File: config.mk
export PLATFORM = sky130hd
export DESIGN_NAME = axis_sync_fifo
export DESIGN_NICKNAME = d
export VERILOG_FILES = /design/src/rtl/axis_sync_fifo.sv
export SDC_FILE = /design/constraint.sdc
export NUM_CORES = 1
export LEC_CHECK = 0
export BUFFER_PORTS_ARGS = -buffer_cell sky130_fd_sc_hd__buf_4
export CAP_MARGIN = 20
export CORE_MARGIN = 3
export CORE_UTILIZATION = 40
export CTS_CLUSTER_DIAMETER = 100
export DETAILED_ROUTE_END_ITERATION = 8
export SYNTH_ARGS = -nofsm -noshare
export SYNTH_HDL_FRONTEND = slang
export SYNTH_SLANG_ARGS = --single-unit
export TNS_END_PERCENT = 10
File: constraint.sdc
create_clock -name axis_clk -period 3.2 [get_ports axis_clk]
set_input_delay 0.32 -clock axis_clk [delete_from_list [all_inputs] [get_ports axis_clk]]
set_output_delay 0.32 -clock axis_clk [all_outputs]
set_load 0.01 [all_outputs]
File: src/rtl/axis_sync_fifo.sv
// axis_sync_fifo: single-clock AXI4-Stream FIFO with first-word-fall-through output.
// Stores the full beat (tdata/tstrb/tkeep/tlast/tid/tdest/tuser), reports the fill
// level and provides programmable almost-full / almost-empty flags.
// Optional store-and-forward frame mode: define AXIS_FIFO_FRAME_EN.
//   Defined  : m_axis_tvalid only when a complete frame is held, or the FIFO is full
//              (long packets are then forwarded cut-through to avoid deadlock).
//   Undefined: m_axis_tvalid whenever the FIFO holds at least one beat.
module axis_sync_fifo #(
  parameter int unsigned DEPTH     = 32,
  parameter int unsigned DATA_W    = 8,
  parameter int unsigned ID_W      = 1,
  parameter int unsigned DEST_W    = 1,
  parameter int unsigned USER_W    = 1,
  parameter int unsigned AFULL_TH  = DEPTH - 4,
  parameter int unsigned AEMPTY_TH = 4,
  localparam int unsigned DATA_BW  = DATA_W / 8,
  localparam int unsigned LVL_W    = $clog2(DEPTH + 1)
) (
  input  logic              axis_clk,
  input  logic              axis_rst,
  input  logic              s_axis_tvalid,
  output logic              s_axis_tready,
  input  logic [DATA_W-1:0] s_axis_tdata,
  input  logic [DATA_BW-1:0] s_axis_tstrb,
  input  logic [DATA_BW-1:0] s_axis_tkeep,
  input  logic              s_axis_tlast,
  input  logic [ID_W-1:0]   s_axis_tid,
  input  logic [DEST_W-1:0] s_axis_tdest,
  input  logic [USER_W-1:0] s_axis_tuser,
  output logic              m_axis_tvalid,
  input  logic              m_axis_tready,
  output logic [DATA_W-1:0] m_axis_tdata,
  output logic [DATA_BW-1:0] m_axis_tstrb,
  output logic [DATA_BW-1:0] m_axis_tkeep,
  output logic              m_axis_tlast,
  output logic [ID_W-1:0]   m_axis_tid,
  output logic [DEST_W-1:0] m_axis_tdest,
  output logic [USER_W-1:0] m_axis_tuser,
  output logic [LVL_W-1:0]  level,
  output logic              almost_full,
  output logic              almost_empty
);

  localparam int unsigned PTR_W  = $clog2(DEPTH);
  localparam int unsigned BEAT_W = DATA_W + 2 * DATA_BW + 1 + ID_W + DEST_W + USER_W;

  logic [BEAT_W-1:0] mem [DEPTH];

  logic [PTR_W-1:0]  wr_ptr, rd_ptr, wr_ptr_n, rd_ptr_n;
  logic [LVL_W-1:0]  level_q, level_n;
  logic              tready_q, tvalid_q, tvalid_n;
  logic              afull_q, aempty_q;
  logic [BEAT_W-1:0] head_q, head_n, s_beat;
  logic              wr_en, rd_en;

`ifdef AXIS_FIFO_FRAME_EN
  logic [LVL_W-1:0]  frame_q, frame_n;
`endif

  assign s_beat = {s_axis_tdata, s_axis_tstrb, s_axis_tkeep, s_axis_tlast,
                   s_axis_tid, s_axis_tdest, s_axis_tuser};

  assign {m_axis_tdata, m_axis_tstrb, m_axis_tkeep, m_axis_tlast,
          m_axis_tid, m_axis_tdest, m_axis_tuser} = head_q;

  assign s_axis_tready = tready_q;
  assign m_axis_tvalid = tvalid_q;
  assign level         = level_q;
  assign almost_full   = afull_q;
  assign almost_empty  = aempty_q;

  // Next-state: transfers, pointers, level, and the head entry seen after this edge.
  always_comb begin
    wr_en    = s_axis_tvalid & tready_q;
    rd_en    = tvalid_q & m_axis_tready;
    wr_ptr_n = wr_ptr + PTR_W'(wr_en);
    rd_ptr_n = rd_ptr + PTR_W'(rd_en);
    level_n  = level_q + LVL_W'(wr_en) - LVL_W'(rd_en);
    // The slot about to become head may be the one being written this cycle.
    head_n   = (wr_en && (wr_ptr == rd_ptr_n)) ? s_beat : mem[rd_ptr_n];
`ifdef AXIS_FIFO_FRAME_EN
    frame_n  = frame_q + LVL_W'(wr_en & s_axis_tlast) - LVL_W'(rd_en & m_axis_tlast);
    tvalid_n = (frame_n != '0) || (level_n == LVL_W'(DEPTH));
`else
    tvalid_n = (level_n != '0);
`endif
  end

  // Storage array: written only on an accepted beat, no reset needed.
  always_ff @(posedge axis_clk) begin
    if (wr_en) begin
      mem[wr_ptr] <= s_beat;
    end
  end

  // Control and output registers; reset forces the idle/empty view immediately.
  always_ff @(posedge axis_clk or posedge axis_rst) begin
    if (axis_rst) begin
      wr_ptr   <= '0;
      rd_ptr   <= '0;
      level_q  <= '0;
      tready_q <= 1'b0;
      tvalid_q <= 1'b0;
      afull_q  <= 1'b0;
      aempty_q <= 1'b1;
      head_q   <= '0;
    end else begin
      wr_ptr   <= wr_ptr_n;
      rd_ptr   <= rd_ptr_n;
      level_q  <= level_n;
      tready_q <= (level_n < LVL_W'(DEPTH));
      tvalid_q <= tvalid_n;
      afull_q  <= (level_n >= LVL_W'(AFULL_TH));
      aempty_q <= (level_n <= LVL_W'(AEMPTY_TH));
      head_q   <= head_n;
    end
  end

`ifdef AXIS_FIFO_FRAME_EN
  // Count of complete frames currently held.
  always_ff @(posedge axis_clk or posedge axis_rst) begin
    if (axis_rst) begin
      frame_q <= '0;
    end else begin
      frame_q <= frame_n;
    end
  end
`endif

endmodule

### After elaboration in Yosys (flattened, before gate mapping)

Memories as Yosys holds them, arrays and structs flattened. A register that Yosys moved wholly into a read port is not among the register bits.
Index checks and enable logic that the tools add are counted.

* word-level logic and storage cells: 20
* RAM bits: 448
* memory bits (read-only): 0
* bits in latches: 0
* register bits after elaboration: 20
* memories: 1

Memories
* mem: words 32, bits a word 14, read ports 1, clocked after Yosys merged registers in 1, write ports 1, line 47 `logic [BEAT_W-1:0] mem [DEPTH];`

* multiplexer cells: 2
* multiply operators: 0
* add/sub/neg operators: 4
* equal/unequal tests: 0
* order comparisons: 3
* shift-type cells: 0
* bitwise operators: 2
* divide/modulo/power cells: 0
* reduce and logical (&&, ||, !) cells: 1

Operator list (number)
* $add A5 B1 Y5: 2
* $add A6 B1 Y6: 1
* $ge A6 B5 Y1 const B: 1
* $le A6 B3 Y1 const B: 1
* $lt A6 B6 Y1 const B: 1
* $reduce_bool A6 Y1: 1
* $sub A6 B1 Y6: 1
* $and A1 B1 Y1: 2
* $mux W1: 2

### Depth between registers and ports, before layout

* depth after elaboration: 4
* depth in mapped cells: 12
* gate-level depth less buffers: 12

### Least setup slack after synthesis

OpenSTA, ideal clock, no wires.

* path type: reg-to-reg
* start point: reg tvalid_q (netlist: m_axis_tvalid)
* end point: reg head_q[10], read port of mem
* required time: 3.064 ns
* cell stages (with the launch flop): 11
* period minus slack after synthesis: 2.746 ns
* arrival: 2.610 ns
* setup slack: 0.454 ns
* cell sequence: dfrtp_1 -> and3_1 -> ha_1 -> nand3_1 -> xor2_2 -> inv_2 -> buf_2 -> mux4_2 -> mux4_2 -> nor2_1 -> o31ai_1

* word-level cells in the longest chain between the ends: 2

Ends and longest elaborated chain
* start, declared: line 51 `logic tready_q, tvalid_q, tvalid_n;`
* start signal, assigned: line 112 `tvalid_q <= tvalid_n;`
* $and A1 B1 Y1: line 75 `rd_en = tvalid_q & m_axis_tready;`
* $add A5 B1 Y5: line 77 `rd_ptr_n = rd_ptr + PTR_W'(rd_en);`
* end, declared: line 53 `logic [BEAT_W-1:0] head_q, head_n, s_beat;`

No other way between the ends.

### Worst setup path in the final report

* start point: reg tvalid_q (netlist: m_axis_tvalid)
* end point: reg head_q[9], read port of mem

The elaborated chain is that of the path after synthesis.

==> reports/qor.yml <==
min_path:
  hold_depth: 1
  hold_path_end: "mem[26][7]"
  hp-start: "s_axis_tdata[1]"
  hold_class: "input port to flop"
placement:
  dp_cells: 1668
  io_buffers: 41
  hpwlAfterDp_um: 27500
  gp_congestion: 0.812
synthesis:
  yosys.area.top_type: "edfxtp_1"
  syn_nets: 1032
  synth_edf_count: 448
  yosysMostFrequentCell: "edfxtp_1"
  yosysUniqueCellTypes: 63
  syn_area_per_cell_um2: 18.9
  synthTopCellsByCount: "edfxtp_1 (448), mux4_2 (76), nand2_1 (70), nor2_1 (48), mux2i_1 (47)"
  synth-seq-cells: 482
  yosys_most_used_dff: "edfxtp_1"
  synthArstFlopShare_pct: 7.05
  synth_warnings: 0
  seq_area_frac_synth_pct: 75.4
  ys_top_cells_by_area: "edfxtp_1 (71%), mux4_2 (9.0%), dfrtp_1 (4.4%)"
  synth.cell_area_um2: 19000
  synth_top_area_share_pct: 70.9
  postSynthCellCount: 1005
clock_network:
  cts_resized: 0
  postCtsHoldBufs: 1
  clk_latency_ps: 580
  cts_num_sinks: 482
  cts_max_path_buffers: 3
  cts_tree: "yes"
  post-cts-setup-buffer-count: 0
  htree_levels: 2
  cts-root-buf: "clkbuf_16"
  clkSlewWorstSetupHoldPaths_ps: 60
  cts_buffers: 48
timing:
  fin_worst_skew_ps: 17.1
  setup_viol: 0
  maxSlewViolCount: 0
  hold_viol: 0
  whs_ps: 163
  fmax_mhz: 337
  finalSetupTns_ps: 0
  grt_setup_unrepaired: "false"
  period_share_pct: 92.8
  fin_crit_ps: 2970
  worst_pin_slew_ps: 935
  relSlewSlack_pct: 37.6
critical_path:
  reg2regPathDepth: 9
  critical-path-max-stage-delay_ps: 510
  cp.buffers_inverters: 3
  cp.required_ps: 3680
  path_class: "flop to flop"
  slowest_stage: "a221oi_1"
  reg2reg_from: "m_axis_tvalid"
  critPathTopFamily: "compound AO/OA/AOI/OAI gates"
  critPathArrivalTime_ps: 3450
  r2r_slack_ps: 230
  path_cells: "buf_4 > and3b_2 > nor2_4 > buf_12 > buf_4 > mux2i_1 > a221oi_1 > a221oi_1 > o31ai_1"
  worst-path-max-fanout: 29
  end_kind: "flop"
  worstSetupStartpointType: "flop"
  timing.rr.end: "head_q[9]"
route:
  wl_per_cell_um: 26.6
  route.detailed.drc: 0
  drt_iter0_drc: 1099
  drtPass1Iterations: 5
  ant_nets: 0
  totalWireLength_um: 46800
  vias_per_cell: 5.67
  num_vias: 9982
global_routing:
  grt_pass1_vias: 10100
  grt_start_max_net_pins: 50
  gr-total-overflow: 0
  grt_usage_pct: 18.8
  grt_pass1_wl_um: 69000
  antenna_found_initial: 0
die:
  ios: 42
  fp.coreArea_um2: 46700
  fp.dieW_um: 224
  start_util_pct: 40.7
  dieArea_um2: 50100
  die_y_um: 224
  num_rows: 79
layout:
  drive_gt1_share_pct: 23.7
  final.fill_count: 3910
  layout.nets: 1139
  syn2layout_area_growth_pct: 15.5
  diodes: 0
  final_cells: 1759
power_and_ir_drop:
  finalPower_mw: 20.7
  p_leak_nw: 7.28
  cellPowerDensity_nw_per_um2: 946
  ir_drop_mv: 0.688
run_status:
  outcome: "finished, final reports clean"
run:
  maxCapViolations: 0
==> logic make-up after synthesis <==
logic type      synth area share (%)
fa+ha+maj                      0.633
buf+inv                         1.95
flops                           75.4
xor+xnor                       0.996
simple gates                    5.53
compound gates                  3.93
mux                             11.6
==> worst register-to-register path, stage by stage (launching register included) <==
cell and delay [ps]:
dfrtp_1 390, buf_4 170, and3b_2 320, nor2_4 230, buf_12 290, buf_4 430
mux2i_1 170, a221oi_1 510, a221oi_1 170, o31ai_1 200
==> routing by layer <==
layer,global-route usage (%),wire [um]
met1,26.1,19600
met2,30.4,22500
met3,3.93,3410
met4,5.34,1280
met5,0,0
==> area by class of cell <==
type                       count  area (um2)  area share (%)
timing repair buffer         108         863            3.94
multi-input combinational    460        4320            19.7
tap                          607         759            3.47
inverter                      12        50.0           0.228
clock inverter                22         282            1.28
sequential                   482       14300            65.3
clock buffer                  68        1330            6.06
==> through the flow <==
stage	cell area, um2	setup WS (ps)	utilization, %
global route	21900	66.4	47.0
detailed placement	20300	212	43.5
CTS	21900	173	47.0
floorplan	19000	454	-
finish	21900	229	47.0
global placement	20300	187	43.5
==> sequential cells by signal, indices dropped and copies added, names as in the netlist <==
| register | flops |
|---|---|
| mem | 448 |
| level | 6 |
| almost_full | 1 |
| almost_empty | 1 |
| s_axis_tready | 1 |
| m_axis_tvalid | 1 |
| wr_ptr | 5 |
| head_q | 14 |
| rd_ptr | 5 |
==> report_power, final <==
part / switching [mW] / internal, mW
sequential: 0.312 / 7.34
combinational: 4.19 / 3.12
clock: 2.31 / 3.45
total: 6.80 / 13.9
==> placed cells by master, fill, tap and decap left out, types with 8 or more instances in the layout <==
cell type  count
a221oi_1       9
buf_4        103
clkbuf_1      16
clkbuf_16     49
clkinv_1       9
dfrtp_1       33
edfxtp_1     448
inv_1          8
mux2i_1       47
mux4_2        76
nand2_1       70
nand3_1       41
nand4_1        9
nor2_1        48
o21ai_0       13
o221ai_1      19
xnor2_1        9
==> worst max-delay path by stage <==
stage | startpoint | endpoint | cells past startpoint
after global placement | m_axis_tvalid | head_q[9] | 9
after CTS | m_axis_tvalid | head_q[7] | 8
final | m_axis_tvalid | head_q[9] | 9
after floorplan | m_axis_tvalid | head_q[10] | 10
after global routing | rd_ptr[0] | head_q[0] | 10
after detailed placement | m_axis_tvalid | head_q[7] | 8
Power figures use the tool's default switching activity.
